==> src/rtl/vector_sweeper_if.sv <==
// -----------------------------------------------------------------------------
// vector_sweeper_if
// Bundles the request, stimulus, response and status signals of the
// vector_sweeper so the block and its user connect through one port.
//
//   start     sweep request (sampled only while the sweeper is idle)
//   dwell     extra hold cycles per vector, latched when a sweep is accepted
//   exp_tt    expected truth table, bit i = expected y for vector i
//   abort     synchronous sweep cancel
//   a, b, c   stimulus bits of the current vector (a = MSB, c = LSB)
//   y_in      response of the combinational function under test
//   busy      high while a sweep is in progress
//   done      one-cycle completion pulse
//   result    captured truth table, bit i = y_in sampled for vector i
//   mismatch  final result differs from the latched exp_tt
//   err_cnt   number of differing truth-table bits, 0..8
//
// master: the side that requests sweeps and closes the loop through y_in.
// slave : the sweeper itself.
// -----------------------------------------------------------------------------
interface vector_sweeper_if;
  logic       start;
  logic [7:0] dwell;
  logic [7:0] exp_tt;
  logic       abort;
  logic       a;
  logic       b;
  logic       c;
  logic       y_in;
  logic       busy;
  logic       done;
  logic [7:0] result;
  logic       mismatch;
  logic [3:0] err_cnt;

  modport master (
    output start, dwell, exp_tt, abort, y_in,
    input  a, b, c, busy, done, result, mismatch, err_cnt
  );

  modport slave (
    input  start, dwell, exp_tt, abort, y_in,
    output a, b, c, busy, done, result, mismatch, err_cnt
  );
endinterface

==> src/rtl/vector_sweeper.sv <==
// -----------------------------------------------------------------------------
// vector_sweeper
// Exhaustively drives the eight 3-bit input vectors {a,b,c} = 0..7 into an
// external combinational function, samples its response y_in once per
// vector, and compares the captured truth table with an expected one.
// Each vector is held for dwell+1 cycles; y_in is sampled on the last one.
//
// Ports:
//   clk   single clock, rising edge
//   rst   asynchronous, active-high reset
//   bus   vector_sweeper_if.slave (see the interface file for signal list)
//
// All outputs come straight from flops; mismatch and err_cnt are computed
// on the edge that enters DONE so they are valid together with done.
// -----------------------------------------------------------------------------
module vector_sweeper (
  input  logic             clk,
  input  logic             rst,
  vector_sweeper_if.slave  bus
);

  typedef enum logic [1:0] {
    IDLE  = 2'd0,
    DRIVE = 2'd1,
    DONE  = 2'd2
  } state_t;

  state_t     state;
  logic [2:0] vec;        // vector currently being driven
  logic [7:0] cnt;        // remaining extra hold cycles for this vector
  logic [7:0] dwell_q;
  logic [7:0] exp_q;
  logic [7:0] result_q;
  logic [2:0] stim_q;     // registered {a,b,c}
  logic       busy_q;
  logic       done_q;
  logic       mismatch_q;
  logic [3:0] err_cnt_q;

  // Truth table as it will stand after the last vector is sampled: the
  // final y_in lands in bit 7 on the same edge that enters DONE.
  logic [7:0] final_tt;
  logic [7:0] final_diff;

  assign final_tt   = {bus.y_in, result_q[6:0]};
  assign final_diff = final_tt ^ exp_q;

  function automatic logic [3:0] popcount8(input logic [7:0] v);
    logic [3:0] n;
    n = '0;
    for (int i = 0; i < 8; i++) begin
      n = n + {3'b000, v[i]};
    end
    return n;
  endfunction

  // NOTE: sequential state uses non-blocking assignments so every register
  // sees the pre-edge values of the others, independent of statement order.
  always_ff @(posedge clk or posedge rst) begin
    if (rst) begin
      state      <= IDLE;
      vec        <= '0;
      cnt        <= '0;
      dwell_q    <= '0;
      exp_q      <= '0;
      result_q   <= '0;
      stim_q     <= '0;
      busy_q     <= 1'b0;
      done_q     <= 1'b0;
      mismatch_q <= 1'b0;
      err_cnt_q  <= '0;
    end else begin
      case (state)
        IDLE: begin
          done_q <= 1'b0;
          // abort wins over a simultaneous start
          if (bus.start && !bus.abort) begin
            state      <= DRIVE;
            vec        <= '0;
            cnt        <= bus.dwell;
            dwell_q    <= bus.dwell;
            exp_q      <= bus.exp_tt;
            result_q   <= '0;
            mismatch_q <= 1'b0;
            err_cnt_q  <= '0;
            stim_q     <= 3'b000;
            busy_q     <= 1'b1;
          end
        end

        DRIVE: begin
          if (bus.abort) begin
            // Partial result is kept; the vector in flight is not sampled.
            state  <= IDLE;
            vec    <= '0;
            cnt    <= '0;
            stim_q <= 3'b000;
            busy_q <= 1'b0;
          end else if (cnt != 8'd0) begin
            cnt <= cnt - 8'd1;
          end else begin
            result_q[vec] <= bus.y_in;
            cnt           <= dwell_q;
            if (vec == 3'd7) begin
              state      <= DONE;
              vec        <= '0;
              stim_q     <= 3'b000;
              busy_q     <= 1'b0;
              done_q     <= 1'b1;
              mismatch_q <= |final_diff;
              err_cnt_q  <= popcount8(final_diff);
            end else begin
              vec    <= vec + 3'd1;
              stim_q <= vec + 3'd1;
            end
          end
        end

        DONE: begin
          // Single-cycle state; start and abort are both ignored here.
          state  <= IDLE;
          done_q <= 1'b0;
        end

        default: begin
          state  <= IDLE;
          stim_q <= 3'b000;
          busy_q <= 1'b0;
          done_q <= 1'b0;
        end
      endcase
    end
  end

  assign bus.a        = stim_q[2];
  assign bus.b        = stim_q[1];
  assign bus.c        = stim_q[0];
  assign bus.busy     = busy_q;
  assign bus.done     = done_q;
  assign bus.result   = result_q;
  assign bus.mismatch = mismatch_q;
  assign bus.err_cnt  = err_cnt_q;

endmodule

==> src/flat_wrapper.sv <==
// flat-port wrapper written by rule: the top's interface ports become plain ports
module vector_sweeper_flat 
  (clk, rst, bus_start, bus_dwell, bus_exp_tt, bus_abort, bus_y_in, bus_a, bus_b, bus_c, bus_busy, bus_done, bus_result, bus_mismatch, bus_err_cnt);
  vector_sweeper_if bus_i ();
  input  logic clk;
  input  logic rst;
  input wire logic [$bits(bus_i.start)-1:0] bus_start;
  input wire logic [$bits(bus_i.dwell)-1:0] bus_dwell;
  input wire logic [$bits(bus_i.exp_tt)-1:0] bus_exp_tt;
  input wire logic [$bits(bus_i.abort)-1:0] bus_abort;
  input wire logic [$bits(bus_i.y_in)-1:0] bus_y_in;
  output wire logic [$bits(bus_i.a)-1:0] bus_a;
  output wire logic [$bits(bus_i.b)-1:0] bus_b;
  output wire logic [$bits(bus_i.c)-1:0] bus_c;
  output wire logic [$bits(bus_i.busy)-1:0] bus_busy;
  output wire logic [$bits(bus_i.done)-1:0] bus_done;
  output wire logic [$bits(bus_i.result)-1:0] bus_result;
  output wire logic [$bits(bus_i.mismatch)-1:0] bus_mismatch;
  output wire logic [$bits(bus_i.err_cnt)-1:0] bus_err_cnt;
  assign bus_i.start = bus_start;
  assign bus_i.dwell = bus_dwell;
  assign bus_i.exp_tt = bus_exp_tt;
  assign bus_i.abort = bus_abort;
  assign bus_i.y_in = bus_y_in;
  assign bus_a = bus_i.a;
  assign bus_b = bus_i.b;
  assign bus_c = bus_i.c;
  assign bus_busy = bus_i.busy;
  assign bus_done = bus_i.done;
  assign bus_result = bus_i.result;
  assign bus_mismatch = bus_i.mismatch;
  assign bus_err_cnt = bus_i.err_cnt;
  vector_sweeper u_core (.clk(clk), .rst(rst), .bus(bus_i));
endmodule
==> config.mk <==
export PLATFORM = sky130hd
export DESIGN_NAME = vector_sweeper_flat
export DESIGN_NICKNAME = d
export VERILOG_FILES = /design/src/rtl/vector_sweeper_if.sv /design/src/rtl/vector_sweeper.sv /design/src/flat_wrapper.sv
export SDC_FILE = /design/constraint.sdc
export NUM_CORES = 1
export LEC_CHECK = 0
export BUFFER_PORTS_ARGS = -buffer_cell sky130_fd_sc_hd__buf_2
export CAP_MARGIN = 20
export CORE_UTILIZATION = 45
export CTS_CLUSTER_SIZE = 28
export DETAILED_ROUTE_END_ITERATION = 8
export PLACE_DENSITY = 0.64
export SKIP_CTS_REPAIR_TIMING = 1
export SLEW_MARGIN = 20
export SYNTH_ARGS = -nofsm -noshare
export SYNTH_HDL_FRONTEND = slang
export SYNTH_SLANG_ARGS = --single-unit
==> constraint.sdc <==
create_clock -name clk -period 3.4 [get_ports clk]
set_input_delay 0.68 -clock clk [delete_from_list [all_inputs] [get_ports clk]]
set_output_delay 0.68 -clock clk [all_outputs]
set_load 0.05 [all_outputs]
==> results of run 1 <==
[layout by cell type, fill, tap and decap left out, types with 3 or more instances in the layout]
cell / synthesis / layout
nand2_1: 57 / 57
dfrtp_1: 47 / 47
buf_2: 2 / 38
o21ai_0: 12 / 12
nor2_1: 11 / 11
inv_1: 12 / 11
a21oi_1: 8 / 8
xor2_1: 7 / 7
nand3_1: 7 / 7
ha_1: 7 / 7
nor3b_1: 6 / 6
mux2i_1: 6 / 6
xnor2_1: 5 / 5
o21ai_2: 5 / 5
clkbuf_8: 0 / 5
nand3_2: 4 / 4
fa_1: 4 / 4
nor2b_1: 3 / 3
o41ai_1: 3 / 3
o221ai_1: 3 / 3
a21o_1: 3 / 3
[area by class of cell]
class | instances | area (sq um)
Timing Repair Buffer | 39 | 198
Fill cell | 532 | 2600
Sequential cell | 47 | 1180
Clock inverter | 2 | 12.5
Multi-Input combinational cell | 191 | 1280
Tap cell | 72 | 90.1
Inverter | 12 | 46.3
Clock buffer | 6 | 72.6
[final timing paths]
path,startpoint,end,cells past startpoint
max in group asynchronous,rst,u_core.exp_q[4],2
min in group asynchronous,rst,u_core.dwell_q[7],2
max,u_core.exp_q[0],u_core.bus.err_cnt[1],10
min reg2reg,u_core.dwell_q[2],u_core.dwell_q[2],2
min,u_core.dwell_q[2],u_core.dwell_q[2],2
max reg2reg,u_core.exp_q[0],u_core.bus.err_cnt[1],10
[worst max-delay path: stages (launching register included)]
cell	delay, ns
dfrtp_1	0.40
xor2_1	0.18
ha_1	0.33
fa_1	0.54
inv_1	0.06
fa_1	0.53
fa_1	0.48
inv_1	0.09
fa_1	0.40
inv_1	0.07
o21ai_2	0.05
[per-layer routing]
layer | vias to the layer above | GRT usage
met5 | - | 0
met4 | 0 | 0.0679
met3 | 7 | 0.0345
met2 | 39 | 0.334
met1 | 959 | 0.284
li1 | 977 | -
[per-stage QoR]
step | power [W] | setup slack (ns) | cells | area [sq um] | hold WS [ns]
2_1_floorplan | 0.000998 | 0.0492 | 263 | 2550 | 0.440
3_3_place_gp | 0.00108 | 0.290 | 361 | 2790 | 0.461
3_5_place_dp | 0.00111 | 0.180 | 361 | 2790 | 0.462
4_1_cts | 0.00145 | 0.152 | 369 | 2880 | 0.488
5_1_grt | 0.00153 | 0.0460 | 369 | 2880 | 0.512
6_report | 0.00143 | 0.160 | 369 | 2880 | 0.482
[state kept, by name, indices dropped and copies added (netlist names)]
name                 flops
u_core.dwell_q           8
u_core.bus.done          1
u_core.bus.mismatch      1
u_core.exp_q             8
u_core.state             2
u_core.bus.busy          1
u_core.cnt               8
u_core.bus.err_cnt       4
u_core.bus.result        8
u_core.stim_q            3
u_core.vec               3
[report_power, final]
group	internal (W)	total [W]	leakage (nW)	switching (W)
registers	0.000621	0.000680	0.610	0.0000594
clock network	0.000144	0.000333	0.0412	0.000189
logic	0.000171	0.000416	0.759	0.000245
[cell families (layout without fill, tap and decap cells)]
group	after synthesis	count (layout)	share of synthesized area
AOI/OAI and AO/OA	51	51	0.141
adders and majority gates	11	11	0.0657
DFF	47	47	0.461
muxes	7	7	0.0279
xor gates and xnor gates	12	12	0.0412
and+or+nand+nor	110	110	0.223
buffers and inverters	25	59	0.0407
==> flow_summary_export.csv, run 1 <==
group,metric,value,unit
final_layout,fin_util,0.526,
power_and_ir_drop,power.density,497,mW/mm^2
final_layout,syn2layout_area_growth,12.7,%
synthesis,avgSynthCellArea,9.71,sq um
global_route,grt_max_degree,48,
detailed_routing,ant_nets,0,
synthesis,yosysTopAreaCell,"dfrtp_1",
clock_tree,cts_tree,"yes",
final_layout,drive_gt1_frac,0.226,
synthesis,yosys_most_used_dff,"dfrtp_1",
synthesis,synth_fp_nets,295,
timing,finalSetupViolCount,0,
floorplanning,die_y,77.3,um
timing,relSlewSlack,0.463,
global_route,antenna_found_initial,0,
detailed_routing,viasPerCell,5.37,
timing,fin_skew,0.0107,ns
timing,setup-tns-final,0,ns
clock_tree,clock_sinks,47,
job,drv_cap,0,
power_and_ir_drop,peakVddDrop,0.000180,V
floorplanning,core_area,0.00547,sq mm
setup_path,required,3.59,ns
clock_tree,numCtsBuffers,5,
detailed_routing,vias,1982,
timing,clock.fmax,309,MHz
floorplanning,dieWidth,77.3,um
clock_tree,root_buffer,"clkbuf_8",
timing,rsz0062_at_grt,"false",
timing,fin_crit,3.24,ns
synthesis,syn-instance-count,263,
timing,hold_violations,0,
global_route,grt_remaining_overflow,0,
synthesis,synth_seq_cells,47,
detailed_routing,wl_met2,2.57,mm
floorplanning,die_area,0.00598,sq mm
detailed_routing,drc,0,
synthesis,synth_top_area_share,0.461,
detailed_routing,wl_met3,218,um
setup_path,crit_type,"reg2reg",
global_route,grt_pass1_wl,9.63,mm
clock_tree,htree_levels,2,
synthesis,synth_edf_count,0,
placement,portBuffers,38,
setup_path,arrival,3.43,ns
placement,dp_hpwl,3.94,mm
setup_path,crit_path_end_kind,"register",
detailed_routing,wl_per_cell,15.0,um
floorplanning,ios,39,
worst_hold_path,holdCritPathClass,"reg2reg",
synthesis,yosysWarnings,0,
synthesis,synth.distinct_cells,52,
detailed_routing,routed_wl,5.55,mm
clock_tree,clk_pin_slew,0.09,ns
setup_path,crit_fanout,2,
synthesis,synth_most_common_cell,"nand2_1",
floorplanning,initial_core_util,0.466,
synthesis,synthArstFlopShare,1.00,
global_route,gr-usage-all-layers,0.207,
setup_path,cp-start-kind,"register",
timing,slew_violations,0,
detailed_routing,drt_first_iter_violations,113,
global_route,grt_pass1_vias,1913,
synthesis,synth_common_cells,"nand2_1 (57), dfrtp_1 (47), inv_1 (12), o21ai_0 (12), nor2_1 (11)",
final_layout,nets,328,
clock_tree,clk_latency,0.31,ns
clock_tree,clock_path_buffers,2,
synthesis,synth.area.top_cells,"dfrtp_1 (46%), nand2_1 (8.4%), ha_1 (3.4%)",
detailed_routing,wl_met1,2.68,mm
setup_path,r2r_slack,0.16,ns
placement,routabilityCongestion,0.770,
timing,fin_crit_sh,0.953,
power_and_ir_drop,p_leak,1.41,nW
detailed_routing,first_pass_iters,4,
timing,tightest_slew,0.805,ns
status,status,"finished clean",
synthesis,yosysSeqAreaShare,0.461,
floorplanning,std_cell_rows,27,
detailed_routing,top_layer_used,"met4",
synthesis,netlist_area,0.00255,sq mm
final_layout,diodes,0,
No activity file was read; power rests on OpenSTA's default activity.
==> run 2: changes to the inputs <==
- CORE_UTILIZATION: 45 -> 56
- MAX_ROUTING_LAYER: default -> met4
- PLACE_DENSITY: 0.64 -> 0.77
==> run 2 against run 1 <==
Cell count is 5.1% lower. Sequential cell count unchanged. Non-clock buffer count rose by 1. Clock-buffer cell count up 2. Largest cell class unchanged. Highest routed layer unchanged.
==> flow_summary_export.csv, run 2 (synthesis gave the netlist of run 1 again) <==
group,metric,value,unit
status,status,"finished clean",
setup_path,cp-start-kind,"register",
timing,rsz0062_at_grt,"false",
setup_path,r2r_cells,10,
timing,fin_skew,0.00733,ns
clock_tree,numCtsBuffers,5,
power_and_ir_drop,power.density,503,mW/mm^2
final_layout,diodes,0,
setup_path,r2r_slack,0.23,ns
worst_hold_path,holdCritPathClass,"reg2reg",
setup_path,r2r-end,"u_core.bus.err_cnt[1]",
global_route,grt_pass1_wl,9.20,mm
timing,holdWs,0.482,ns
power_and_ir_drop,seq_power_share,0.469,
floorplanning,die_area,0.00483,sq mm
power_and_ir_drop,p_sw,0.000471,W
final_layout,fill_cells,357,
final_layout,syn2layout_area_growth,12.6,%
final_layout,drive_gt1_frac,0.228,
clock_tree,root_buffer,"clkbuf_8",
global_route,grt_pass1_vias,1898,
worst_hold_path,min_from,"u_core.dwell_q[6]",
clock_tree,clock_sinks,47,
final_layout,mostFrequentLayoutCells,"nand2_1 (57), dfrtp_1 (47), buf_2 (38)",
clock_tree,cts_tree,"yes",
job,drv_cap,0,
floorplanning,die_y,69.5,um
timing,setup-tns-final,0,ns
placement,routabilityCongestion,0.843,
timing,hold_violations,0,
worst_hold_path,hold_end,"u_core.dwell_q[6]",
setup_path,crit_path_end_kind,"register",
setup_path,critPathLaunch,"u_core.exp_q[0]",
final_layout,multi_input_area,0.00128,sq mm
setup_path,crit_type,"reg2reg",
detailed_routing,drt_first_iter_violations,197,
setup_path,crit_fanout,2,
timing,clock.fmax,316,MHz
global_route,gr-usage-all-layers,0.248,
setup_path,arrival,3.36,ns
final_layout,layout_commonest_cell,"nand2_1",
power_and_ir_drop,peakVddDrop,0.000281,V
detailed_routing,ant_nets,0,
setup_path,cp_common_cell,"fa_1",
timing,relSlewSlack,0.474,
timing,fin_crit_sh,0.932,
detailed_routing,vias,1992,
timing,fin_crit,3.17,ns
global_route,antenna_found_initial,0,
power_and_ir_drop,clkPwrFrac,0.248,
clock_tree,clock_path_buffers,2,
detailed_routing,routed_wl,5.28,mm
final_layout,regArea,0.00118,sq mm
setup_path,crit-reg2reg-launch,"u_core.exp_q[0]",
floorplanning,ios,39,
timing,finalSetupViolCount,0,
setup_path,slowest_stage,"fa_1",
detailed_routing,wl_per_cell,15.1,um
setup_path,critPathMaxStageDelay,0.54,ns
worst_hold_path,whs_path_depth,2,
power_and_ir_drop,p_int,0.000975,W
setup_path,worst-path-buf-inv,3,
power_and_ir_drop,p_sw_frac,0.326,
placement,portBuffers,38,
global_route,grt_remaining_overflow,0,
power_and_ir_drop,p_leak,1.43,nW
global_route,grt_max_degree,48,
placement,dp_hpwl,3.74,mm
setup_path,cpLargestDelayFamily,"adder cells",
floorplanning,std_cell_rows,24,
final_layout,nets,329,
clock_tree,clk_pin_slew,0.08,ns
setup_path,crit_path_cell_trace,"xor2_1 -> ha_1 -> fa_1 -> inv_1 -> fa_1 -> fa_1 -> inv_1 -> fa_1 -> inv_1 -> o21ai_2",
floorplanning,core_area,0.00435,sq mm
floorplanning,initial_core_util,0.586,
floorplanning,dieWidth,69.5,um
timing,tightest_slew,0.782,ns
power_and_ir_drop,comb_power_share,0.283,
detailed_routing,drc,0,
detailed_routing,first_pass_iters,4,
clock_tree,htree_levels,2,
clock_tree,clk_latency,0.30,ns
detailed_routing,viasPerCell,5.69,
setup_path,required,3.60,ns
timing,slew_violations,0,
==> run 2: worst min-delay path, cell delays in order (launching register included) <==
cell	delay (ns)
dfrtp_1	0.35
nand2_1	0.05
nand2_1	0.05
==> run 2: power groups by stage <==
stage / Clock [W] / Combinational [W] / Sequential [W]
floorplan: 0 / 0.000318 / 0.000680
global placement: 0 / 0.000390 / 0.000685
detailed placement: 0 / 0.000410 / 0.000688
CTS: 0.000371 / 0.000413 / 0.000677
global route: 0.000395 / 0.000477 / 0.000687
finish: 0.000359 / 0.000409 / 0.000678
==> run 2: final cells by class <==
cell class / instances / share of cell area
inverters: 12 / 0.0161
repair buffers: 40 / 0.0714
flip-flops and latches: 47 / 0.409
multi-input cells: 191 / 0.446
clock buffers: 8 / 0.0348
well taps: 52 / 0.0226
==> run 2: worst max-delay path by stage <==
stage	end	slack (ns)	cells past startpoint
4_1_cts	u_core.bus.err_cnt[1]	0.21	10
3_3_place_gp	u_core.bus.err_cnt[1]	0.30	10
2_1_floorplan	u_core.bus.err_cnt[1]	0.05	10
3_5_place_dp	u_core.bus.err_cnt[1]	0.22	10
5_1_grt	u_core.bus.err_cnt[1]	0.08	10
6_report	u_core.bus.err_cnt[1]	0.23	10
==> run 2: layer usage <==
metal | share of wire | vias to the layer above | GRT usage
met4 | 0.024 | 0 | 0.102
li1 | - | 970 | -
met5 | 0 | - | -
met3 | 0.062 | 13 | 0.0451
met2 | 0.43 | 72 | 0.348
met1 | 0.48 | 937 | 0.355
==> run 2: per-stage QoR <==
stage | cell area [sq um] | power [W] | setup slack (ns) | instances | util
after detailed placement | 2770 | 0.00110 | 0.220 | 342 | 0.637
after floorplan | 2550 | 0.000998 | 0.0492 | 263 | -
after CTS | 2870 | 0.00146 | 0.210 | 350 | 0.660
after global routing | 2870 | 0.00156 | 0.0759 | 350 | 0.660
final | 2870 | 0.00145 | 0.231 | 350 | 0.660
after global placement | 2770 | 0.00108 | 0.296 | 342 | 0.637
==> run 3: changes to the inputs <==
- ABC_AREA: default -> 1
- CAP_MARGIN: 20 -> default
- CORE_MARGIN: default -> 3
- CORE_UTILIZATION: 56 -> 57
==> run 3 against run 2 <==
Register-to-register slack got worse by 0.05 ns. Die area rose by 19%. Critical path depth rose by 1. Cell count rose by 23%. First-iteration DRC count fell by 20%. Hold slack got worse by 0.0025 ns. Sequential cell count did not move. Critical path type unchanged. Clock skew rose by 0.0017 ns. Synthesized area rose by 8.7%. Combinational power rose to 3.5 times the previous value. Core utilization rose by 2.0 points. Non-clock buffer count fell by 2.
==> flow_summary_export.csv, run 3 <==
group,metric,value,unit
worst_hold_path,holdCritPathClass,"reg2reg",
placement,dp_hpwl,4.04,mm
timing,finalSetupViolCount,0,
synthesis,avgSynthCellArea,8.51,sq um
placement,routabilityCongestion,0.901,
timing,fin_crit,3.22,ns
setup_path,required,3.61,ns
floorplanning,initial_core_util,0.612,
clock_tree,clk_latency,0.30,ns
timing,rsz0062_at_grt,"false",
setup_path,critPathLaunch,"u_core.exp_q[0]",
power_and_ir_drop,p_leak,1.69,nW
global_route,grt_remaining_overflow,0,
placement,portBuffers,38,
floorplanning,core_area,0.00453,sq mm
detailed_routing,routed_wl,5.53,mm
final_layout,nets,395,
global_route,antenna_found_initial,0,
setup_path,arrival,3.43,ns
global_route,grt_pass1_vias,2117,
setup_path,r2r_cells,11,
global_route,gr-usage-all-layers,0.224,
detailed_routing,vias,2232,
setup_path,critPathMaxStageDelay,0.53,ns
timing,holdWs,0.479,ns
final_layout,syn2layout_area_growth,11.1,%
clock_tree,htree_levels,2,
timing,worst_slack,0.179,ns
synthesis,netlist_area,0.00278,sq mm
detailed_routing,drc,0,
floorplanning,ios,39,
synthesis,synth_most_common_cell,"nand2_1",
setup_path,crit_path_cell_trace,"xnor2_1 -> inv_1 -> ha_1 -> fa_1 -> inv_1 -> fa_1 -> fa_1 -> inv_1 -> fa_1 -> nand2_1 -> nand2_1",
setup_path,worst-path-buf-inv,3,
power_and_ir_drop,peakVddDrop,0.000541,V
timing,clock.fmax,310,MHz
final_layout,fin_util,0.680,
synthesis,synthArstFlopShare,1.00,
clock_tree,clk_pin_slew,0.09,ns
floorplanning,std_cell_rows,24,
timing,relSlewSlack,0.354,
setup_path,crit_end,"u_core.bus.err_cnt[1]",
setup_path,cpLargestDelayFamily,"adder cells",
synthesis,yosysWarnings,0,
clock_tree,numCtsBuffers,5,
worst_hold_path,min_from,"u_core.bus.busy",
floorplanning,dieWidth,75.8,um
placement,pre_cts_slack,0.160,ns
synthesis,synth_edf_count,0,
status,status,"finished clean",
job,drv_cap,0,
setup_path,crit_type,"reg2reg",
floorplanning,die_y,75.8,um
clock_tree,clock_sinks,47,
final_layout,finalInstanceArea,0.00308,sq mm
final_layout,layout_commonest_cell,"nand2_1",
timing,fin_skew,0.00906,ns
setup_path,crit-reg2reg-launch,"u_core.exp_q[0]",
clock_tree,root_buffer,"clkbuf_8",
timing,tightest_slew,0.968,ns
timing,fin_crit_sh,0.947,
timing,hold_violations,0,
setup_path,slowest_stage,"fa_1",
detailed_routing,first_pass_iters,4,
setup_path,crit_path_end_kind,"register",
synthesis,synth_common_cells,"nand2_1 (102), dfrtp_1 (47), inv_1 (31)",
detailed_routing,wl_per_cell,12.9,um
placement,place_area,0.00297,sq mm
setup_path,r2r_slack,0.18,ns
final_layout,fill_cells,384,
synthesis,synth_seq_cells,47,
clock_tree,clock_path_buffers,2,
timing,slew_violations,0,
synthesis,syn-instance-count,326,
synthesis,synth.area.top_cells,"dfrtp_1 (42%), nand2_1 (14%), inv_1 (4.2%)",
clock_tree,cts_tree,"yes",
detailed_routing,viasPerCell,5.20,
final_layout,diodes,0,
floorplanning,die_area,0.00574,sq mm
setup_path,cp-start-kind,"register",
detailed_routing,drt_first_iter_violations,158,
global_route,grt_pass1_wl,9.44,mm
synthesis,synth.distinct_cells,34,
final_layout,drive_gt1_frac,0.223,
synthesis,synth_fp_nets,358,
power_and_ir_drop,power.density,879,mW/mm^2
setup_path,cp_common_cell,"fa_1",
setup_path,path_depth,11,
final_layout,mostFrequentLayoutCells,"nand2_1 (102), dfrtp_1 (47), buf_2 (38)",
global_route,grt_max_degree,48,
setup_path,crit_fanout,2,
setup_path,r2r-end,"u_core.bus.err_cnt[1]",
synthesis,yosys_most_used_dff,"dfrtp_1",
synthesis,yosysTopAreaCell,"dfrtp_1",
detailed_routing,ant_nets,0,
synthesis,yosysSeqAreaShare,0.424,
timing,setup-tns-final,0,ns
synthesis,synth_top_area_share,0.424,
[run 3: cell count changes after synthesis, sizes merged, moves of 7 or more]
cell / change
clkbuf: -10
nand2: +58
nor3: +7
nand4: +10
inv: +26
nor2: +12
[run 3: worst min-delay path, stage by stage, from the launching register on]
cell     delay, ns
dfrtp_1       0.34
o21ai_1       0.06
nand2_1       0.05
[run 3: through the flow]
step                cells  power, W
floorplan             326   0.00207
global placement      421   0.00225
detailed placement    421   0.00231
CTS                   429   0.00274
global route          429   0.00300
finish                429   0.00271
[run 3: final cells by class]
cell class	instances	area [sq um]	share of cell area
tap	65	81.3	0.0264
multi-input combinational	233	1370	0.445
clock buffer	6	82.6	0.0268
clock inverter	2	35.0	0.0114
timing repair buffer	38	190	0.0617
inverter	38	145	0.0471
sequential	47	1180	0.381
[run 3: kinds of logic after synthesis]
| logic type | synth area share |
|---|---|
| AO/OA/AOI/OAI | 0.0924 |
| XOR/XNOR | 0.0316 |
| adder cells (fa/ha/maj) | 0.0604 |
| buffers and inverters | 0.0812 |
| flip-flops | 0.424 |
| AND/OR/NAND/NOR | 0.311 |
[run 3: worst min path at each step]
stage                            to  slack [ns]  cells past startpoint
2_1_floorplan     u_core.dwell_q[2]        0.45                      2
3_3_place_gp   u_core.bus.result[7]        0.45                      2
3_5_place_dp    u_core.bus.mismatch        0.46                      2
4_1_cts        u_core.bus.result[7]        0.49                      2
5_1_grt         u_core.bus.mismatch        0.50                      2
6_report            u_core.bus.busy        0.48                      2
[run 3: layer usage]
layer  track usage  routed length (um)
met3        0.0462                 181
met5             -                   0
met2         0.380                2800
met1         0.267                2480
met4        0.0660                  67
[run 3: report_power, final]
part           total (W)  internal [W]  leakage [nW]  switching [W]
logic            0.00142      0.000508          1.01       0.000908
clock network   0.000424      0.000238        0.0612       0.000186
registers       0.000871      0.000728         0.613       0.000143
